--- config.mk ---
export PLATFORM = sky130hd
export DESIGN_NAME = keep_to_len
export DESIGN_NICKNAME = d
export VERILOG_FILES = /design/src/rtl/keep_to_len.sv
export SDC_FILE = /design/constraint.sdc
export NUM_CORES = 1
export LEC_CHECK = 0
export BUFFER_PORTS_ARGS = -buffer_cell sky130_fd_sc_hd__buf_4
export CORE_MARGIN = 1
export CORE_UTILIZATION = 45
export CTS_BUF_LIST = sky130_fd_sc_hd__clkbuf_16
export CTS_CLUSTER_DIAMETER = 60
export DETAILED_ROUTE_END_ITERATION = 6
export GPL_ROUTABILITY_DRIVEN = 0
export PLACE_DENSITY = 0.7
export SLEW_MARGIN = 20
export SYNTH_ARGS = -nofsm -noshare
export SYNTH_HDL_FRONTEND = slang
export SYNTH_SLANG_ARGS = --single-unit
export TNS_END_PERCENT = 20
--- constraint.sdc ---
create_clock -name clk -period 4.6 [get_ports clk]
set_clock_uncertainty 0.05 [all_clocks]
set_input_delay 0.23 -clock clk [delete_from_list [all_inputs] [get_ports clk]]
set_output_delay 0.23 -clock clk [all_outputs]
set_load 0.02 [all_outputs]
--- src/rtl/keep_to_len.sv ---
// Beat-stream byte counter: sums thermometer keep popcounts per message and flags malformed masks/overflow.
// Define KEEP_MSB_EN for MSB-aligned keep masks; default is LSB-aligned.
module keep_to_len #(
  parameter int KEEP_W     = 8,
  parameter int KEEP_LEN_W = 4,
  parameter int LEN_W      = 16
) (
  input  logic              clk,
  input  logic              rst,
  input  logic              valid_i,
  output logic              ready_o,
  input  logic [KEEP_W-1:0] keep_i,
  input  logic              last_i,
  output logic              len_v_o,
  input  logic              len_ready_i,
  output logic [LEN_W-1:0]  len_o,
  output logic              err_o
);

  typedef enum logic [1:0] {IDLE, ACC, DONE} state_t;

  state_t                state_q, state_n;
  logic [LEN_W-1:0]      acc_q, acc_n;
  logic                  err_q, err_n;

  logic [KEEP_LEN_W-1:0] blen;
  logic [KEEP_W-1:0]     thermo;
  logic                  legal, beat_err, accept, ovf;
  logic [LEN_W-1:0]      base_acc;
  logic                  base_err;
  logic [LEN_W:0]        sum;

  always_comb begin
    blen = '0;
    for (int i = 0; i < KEEP_W; i++) blen = blen + KEEP_LEN_W'(keep_i[i]);
  end

  // Reference thermometer for this popcount; the mask is legal only if it matches exactly.
`ifdef KEEP_MSB_EN
  assign thermo = ~({KEEP_W{1'b1}} >> blen);
`else
  assign thermo = ~({KEEP_W{1'b1}} << blen);
`endif

  assign legal    = (keep_i == thermo);
  assign beat_err = last_i ? !legal : !(&keep_i);

  assign ready_o = (state_q != DONE) || len_ready_i;
  assign accept  = valid_i && ready_o;

  // A beat outside ACC always starts a fresh message, including one accepted while DONE is draining.
  assign base_acc = (state_q == ACC) ? acc_q : '0;
  assign base_err = (state_q == ACC) ? err_q : 1'b0;
  assign sum      = {1'b0, base_acc} + (LEN_W+1)'(blen);
  assign ovf      = sum[LEN_W];

  always_comb begin
    state_n = state_q;
    acc_n   = acc_q;
    err_n   = err_q;
    if (state_q == DONE && len_ready_i) begin
      state_n = IDLE;
      acc_n   = '0;
      err_n   = 1'b0;
    end
    if (accept) begin
      acc_n   = ovf ? '1 : sum[LEN_W-1:0];
      err_n   = base_err | beat_err | ovf;
      state_n = last_i ? DONE : ACC;
    end
  end

  always_ff @(posedge clk) begin
    if (rst) begin
      state_q <= IDLE;
      acc_q   <= '0;
      err_q   <= 1'b0;
    end else begin
      state_q <= state_n;
      acc_q   <= acc_n;
      err_q   <= err_n;
    end
  end

  assign len_v_o = (state_q == DONE);
  assign len_o   = acc_q;
  assign err_o   = err_q;

endmodule

After elaboration in Yosys (flattened, before gate mapping)

Index checks and enable logic that the tools add are counted.
W data, S select, Z words.

Output and inout bits: 19
Register bits after elaboration: 19
Input port bits: 13

Mux-type cells: 11
Equality and inequality tests: 4
Add/subtract/negate cells: 8
Reductions and logical operators: 7
Bitwise logic cells: 3
Shifts and indexed selects: 1

Operators with widths:

| operator              | count |
|---|---|
| $mux W16              | 4 |
| $add A16 B4 Y17       | 1 |
| $add A4 B1 Y4         | 4 |
| $eq A8 B8 Y1          | 1 |
| $not A8 Y8            | 1 |
| $reduce_and A8 Y1     | 1 |
| $shl A8 B4 Y8 const A | 1 |
| $mux W2               | 3 |
| $add A3 B1 Y4         | 1 |
| $mux W1               | 4 |
| $add A2 B1 Y3         | 1 |
| $add A1 B1 Y2         | 1 |
| $eq A2 B1 Y1 const B  | 1 |
| $eq A2 B2 Y1 const B  | 1 |
| $logic_and A1 B1 Y1   | 2 |
| $logic_not A1 Y1      | 2 |
| $ne A2 B2 Y1 const B  | 1 |
| $or A1 B1 Y1          | 2 |
| $reduce_bool A2 Y1    | 1 |
| $logic_or A1 B1 Y1    | 1 |

Depth between registers and ports, before layout

Depth after elaboration: 15
Mapped depth: 19
Mapped depth without buffers: 17

Least setup slack after synthesis

Ideal clock, no wire load.

Path kind: input-to-reg
From: in keep_i[0]
To: reg err_q (netlist: err_o)
Arrival: 4.116 ns
Library setup time: 0.134 ns
Slack: 0.300 ns
Stages: 18
Required time: 4.416 ns
Path through: inv_1 > fa_1 > fa_1 > fa_1 > inv_1 > ha_1 > inv_1 > fa_1 > buf_2 > xor2_1 > inv_1 > ha_1 > and2b_1 > o21ai_2 > a21o_1 > nor3_4 > o41ai_1 > a21oi_1

Cells in the longest elaborated chain, start to end: 15
Elaborated cells between the ends (all ways): 18
Those cells by class: 8 x add/sub; 1 x eq/ne; 1 x shift; 2 x mux; 3 x bitwise; 3 x reduce/logical

RTL lines:

| item                       | line | source |
|---|---|---|
| start, declared            | 12   | `input logic [KEEP_W-1:0] keep_i,` |
| $add A1 B1 Y2              | 35   | `for (int i = 0; i < KEEP_W; i++) blen = blen + KEEP_LEN_W'(keep_i[i]);` |
| $add A2 B1 Y3              | 35   |  |
| $add A3 B1 Y4              | 35   |  |
| $add A4 B1 Y4 (4 in a row) | 35   |  |
| $shl A8 B4 Y8              | 42   | `assign thermo = ~({KEEP_W{1'b1}} << blen);` |
| $not A8 Y8                 | 42   |  |
| $eq A8 B8 Y1               | 45   | `assign legal = (keep_i == thermo);` |
| $logic_not A1 Y1           | 46   | `assign beat_err = last_i ? !legal : !(&keep_i);` |
| $mux W1                    | 46   |  |
| $or A1 B1 Y1               | 68   | `err_n = base_err \| beat_err \| ovf;` |
| $or A1 B1 Y1 (*)           | 68   |  |
| $mux W1 (*)                | 66   | `if (accept) begin` |
| end signal, assigned       | 81   | `err_q <= err_n;` |
| end, declared              | 24   | `logic err_q, err_n;` |

Every way passes the cells marked *; elsewhere a longest branch is shown, timed or not.
A chain may end at the register's enable or synchronous reset.

Worst setup path in the final report

From: in keep_i[1]
To: reg err_q (netlist: err_o)

The elaborated chain is that of the path after synthesis.

==> impl_metrics.toml <==
[run_status]
status = "finished, final reports clean"

[yosys]
netlist.top_cell.by_area = "sky130_fd_sc_hd__dfxtp_1"
synth-seq-area-share = 0.226
post_synthesis_instance_area_um2 = 1690
mappedNetlistNets = 252
ys_top_cells_by_area = "sky130_fd_sc_hd__dfxtp_1, sky130_fd_sc_hd__a21oi_1, sky130_fd_sc_hd__fa_1"
ys.flop_type = "sky130_fd_sc_hd__dfxtp_1"
yosysWarnings = 0
synthesis.area_per_instance_um2 = 7.46
yosys_register_bits = 19
synthesis.instances = 226
number_of_synthesized_flops_with_an_enable_pin = 0
yosysTopAreaCellShare = 0.226
ys_async_rst_share = 0
yosysUniqueCellTypes = 49

[grt]
grt_util_met3 = 0.0344
grt_max_degree = 22
grt_first_pass_wirelength_mm = 7.22
overflow = 0
grt.total_usage = 0.227
grt_pass1_vias = 1550
grtUsageMet1 = 0.320
grt_busiest_layer = "met2"
number_of_antenna_violations_at_the_first_check_in_global_routing = 0
gr-usage-met2 = 0.351

[timing]
final.min_clock_period_ns = 4.27
worstMarginPinSlew_ns = 0.917
post-route-period-util = 0.929
final-hold-violation-count = 0
final-max-slew-violation-count = 0
unrepaired_setup_endpoints_after_global_routing = "no"
setup_viol_count_final = 0
fmaxAchievable_mhz = 234
worst_slew_margin_rel = 0.377
fin_tns_setup_ns = 0

[floorplanning]
core-area_um2 = 3470
floorplan.initialDensity = 0.486
floorplan.die.width_um = 63.2
placementRows = 21
top_level_ports = 32
die_ar_um2 = 3990
dieHeight_um = 63.2

[flow_run]
drv.max_cap_violation_count = 0

[final_layout]
synthToLayoutAreaGrowth_pct = 22.3
design.final.nets = 286
num_antenna_cells = 0
final_layout_size_suffix_gt1_frac = 0.189

[power]
peak_supply_drop_uv = 180
post-layout-total-power_mw = 0.619
total_leakage_power_nw = 0.937
power-per-cell-area_nw_per_um2 = 300

[clock_network]
cts_repair_resizes = 0
cts_buffer_depth = 2
root_buffer = "sky130_fd_sc_hd__clkbuf_16"
cts_tree = "yes"
cts_setup_buffers = 0
path_clk_slew_ns = 0.06
clock-sinks = 19
cts-buffers-inserted = 3
post_cts_hold_buffer_count = 0
cts_htree_levels = 1
worstSkewPairLatency_ns = 0.26

[routing]
wire_per_inst_um = 13.9
drc_markers = 0
routed-via-count = 1774
drt_first_iter_violations = 117
postRouteWirelength_mm = 4.24
vias_per_cell = 5.82
first_pass_iters = 5
antenna_violating_nets_post_route = 0

[setup_path]
timing.critical_path.slowest_cell_delay_ns = 0.51
startpoint_type = "input port"
slowest_stage = "sky130_fd_sc_hd__fa_1"
critPathCaptureType = "flip-flop"
crit_type = "input port to flip-flop"
worst-endpoint-arrival_ns = 4.35
cp_data_required_time_ns = 4.67
crit_path_cell_trace = "buf_4, inv_1, fa_1, fa_1, fa_1, inv_1, ha_1, inv_1, fa_1, xor2_1, inv_1, ha_1, and2b_1, o21ai_2, a21o_1, nor3_4, buf_4, o41ai_1, a21oi_1"
r2r_cells = 13
crit_fanout = 7

[worst_hold_path]
timing.hold.worst.class = "input port to flip-flop"
hold_path_depth = 3

[placement]
post-dp-hpwl_mm = 3.12
placement.io_buffers = 31
==> metrics by stage <==
step / worst slack, ns / util / std cells / area [um2] / hold WS [ns]
2_1_floorplan: 0.300 / - / 226 / 1690 / 0.341
3_3_place_gp: 0.189 / 0.571 / 301 / 1980 / 0.401
3_5_place_dp: 0.0890 / 0.571 / 301 / 1980 / 0.405
4_1_cts: 0.344 / 0.595 / 305 / 2060 / 0.219
5_1_grt: 0.0876 / 0.595 / 305 / 2060 / 0.245
6_report: 0.327 / 0.595 / 305 / 2060 / 0.207
==> cell usage in the layout, fill, tap and decap left out, types with 2 or more instances in the layout <==
cell type                   netlist  final
sky130_fd_sc_hd__o21ai_0         19     19
sky130_fd_sc_hd__nor2_1          12     12
sky130_fd_sc_hd__clkbuf_16        0      3
sky130_fd_sc_hd__a221oi_1         2      2
sky130_fd_sc_hd__a21oi_1         25     25
sky130_fd_sc_hd__a22oi_1          2      2
sky130_fd_sc_hd__xnor2_1          3      3
sky130_fd_sc_hd__and3_1           6      6
sky130_fd_sc_hd__dfxtp_1         19     19
sky130_fd_sc_hd__ha_1             8      8
sky130_fd_sc_hd__a21o_1           3      3
sky130_fd_sc_hd__or3_1            3      3
sky130_fd_sc_hd__nand4b_1         2      2
sky130_fd_sc_hd__mux2i_1          2      2
sky130_fd_sc_hd__a31oi_1          9      9
sky130_fd_sc_hd__nand3_1          5      5
sky130_fd_sc_hd__nand4_1          5      5
sky130_fd_sc_hd__buf_4            0     38
sky130_fd_sc_hd__nand2b_1         3      3
sky130_fd_sc_hd__nor3_1           4      4
sky130_fd_sc_hd__and2_1           4      4
sky130_fd_sc_hd__nand2_1         20     20
sky130_fd_sc_hd__inv_1           22     22
sky130_fd_sc_hd__and2b_1          2      2
sky130_fd_sc_hd__nor2b_1          3      3
sky130_fd_sc_hd__o22ai_1          3      3
sky130_fd_sc_hd__xor2_1           3      3
sky130_fd_sc_hd__fa_1             5      5
sky130_fd_sc_hd__a211oi_1         5      5
==> flip-flops by register name, summed over array words and instances, names as in the netlist <==
register  count
len_o        16
state_q       2
err_o         1
==> routing by layer <==
metal  vias up  share of wire
met2        55           0.45
met5         -              0
li1        885              -
met1       829           0.49
met3         5          0.047
met4         0          0.014
==> critical path, delay by kind of cell <==
| kind | cells | cell delay, ns |
|---|---|---|
| and+or+nand+nor | 2 | 0.25 |
| buffers and inverters | 6 | 0.59 |
| adders and majority gates | 6 | 2.26 |
| xor gates and xnor gates | 1 | 0.23 |
| AOI/OAI and AO/OA | 4 | 0.78 |
==> layout make-up <==
type,instances,area (um2)
inverters,22,82.6
repair buffers,38,285
well taps,46,57.6
clock buffers,3,75.1
fillers,348,1410
clock inverters,1,5.00
flip-flops and latches,19,380
multi-input cells,176,1180
==> final timing paths <==
path         slack, ns  startpoint    endpoint
max               0.33   keep_i[1]       err_o
max reg2reg       1.67  state_q[0]    len_o[4]
min reg2reg       0.41    len_o[0]    len_o[0]
min               0.21      last_i  state_q[1]
==> cells by family after synthesis <==
group / share of synthesized area
AOI/OAI and AO/OA: 0.279
and+or+nand+nor: 0.249
buffers and inverters: 0.0765
DFF: 0.226
adders and majority gates: 0.119
xor gates and xnor gates: 0.0312
muxes: 0.0200
==> Yosys cell counts, types with 3 or more instances <==
cell	instances
sky130_fd_sc_hd__a211oi_1	5
sky130_fd_sc_hd__a21o_1	3
sky130_fd_sc_hd__a21oi_1	25
sky130_fd_sc_hd__a31oi_1	9
sky130_fd_sc_hd__and2_1	4
sky130_fd_sc_hd__and3_1	6
sky130_fd_sc_hd__buf_2	4
sky130_fd_sc_hd__clkbuf_1	3
sky130_fd_sc_hd__dfxtp_1	19
sky130_fd_sc_hd__fa_1	5
sky130_fd_sc_hd__ha_1	8
sky130_fd_sc_hd__inv_1	22
sky130_fd_sc_hd__nand2_1	20
sky130_fd_sc_hd__nand2b_1	3
sky130_fd_sc_hd__nand3_1	5
sky130_fd_sc_hd__nand4_1	5
sky130_fd_sc_hd__nor2_1	12
sky130_fd_sc_hd__nor2b_1	3
sky130_fd_sc_hd__nor3_1	4
sky130_fd_sc_hd__o21ai_0	19
sky130_fd_sc_hd__o22ai_1	3
sky130_fd_sc_hd__or3_1	3
sky130_fd_sc_hd__xnor2_1	3
sky130_fd_sc_hd__xor2_1	3
==> power by group <==
group | total [mW] | internal [mW] | switching, mW
Sequential | 0.178 | 0.172 | 0.00582
Clock | 0.188 | 0.117 | 0.0715
Combinational | 0.253 | 0.106 | 0.146
Total | 0.619 | 0.395 | 0.224
No activity file was read; power rests on OpenSTA's default activity.
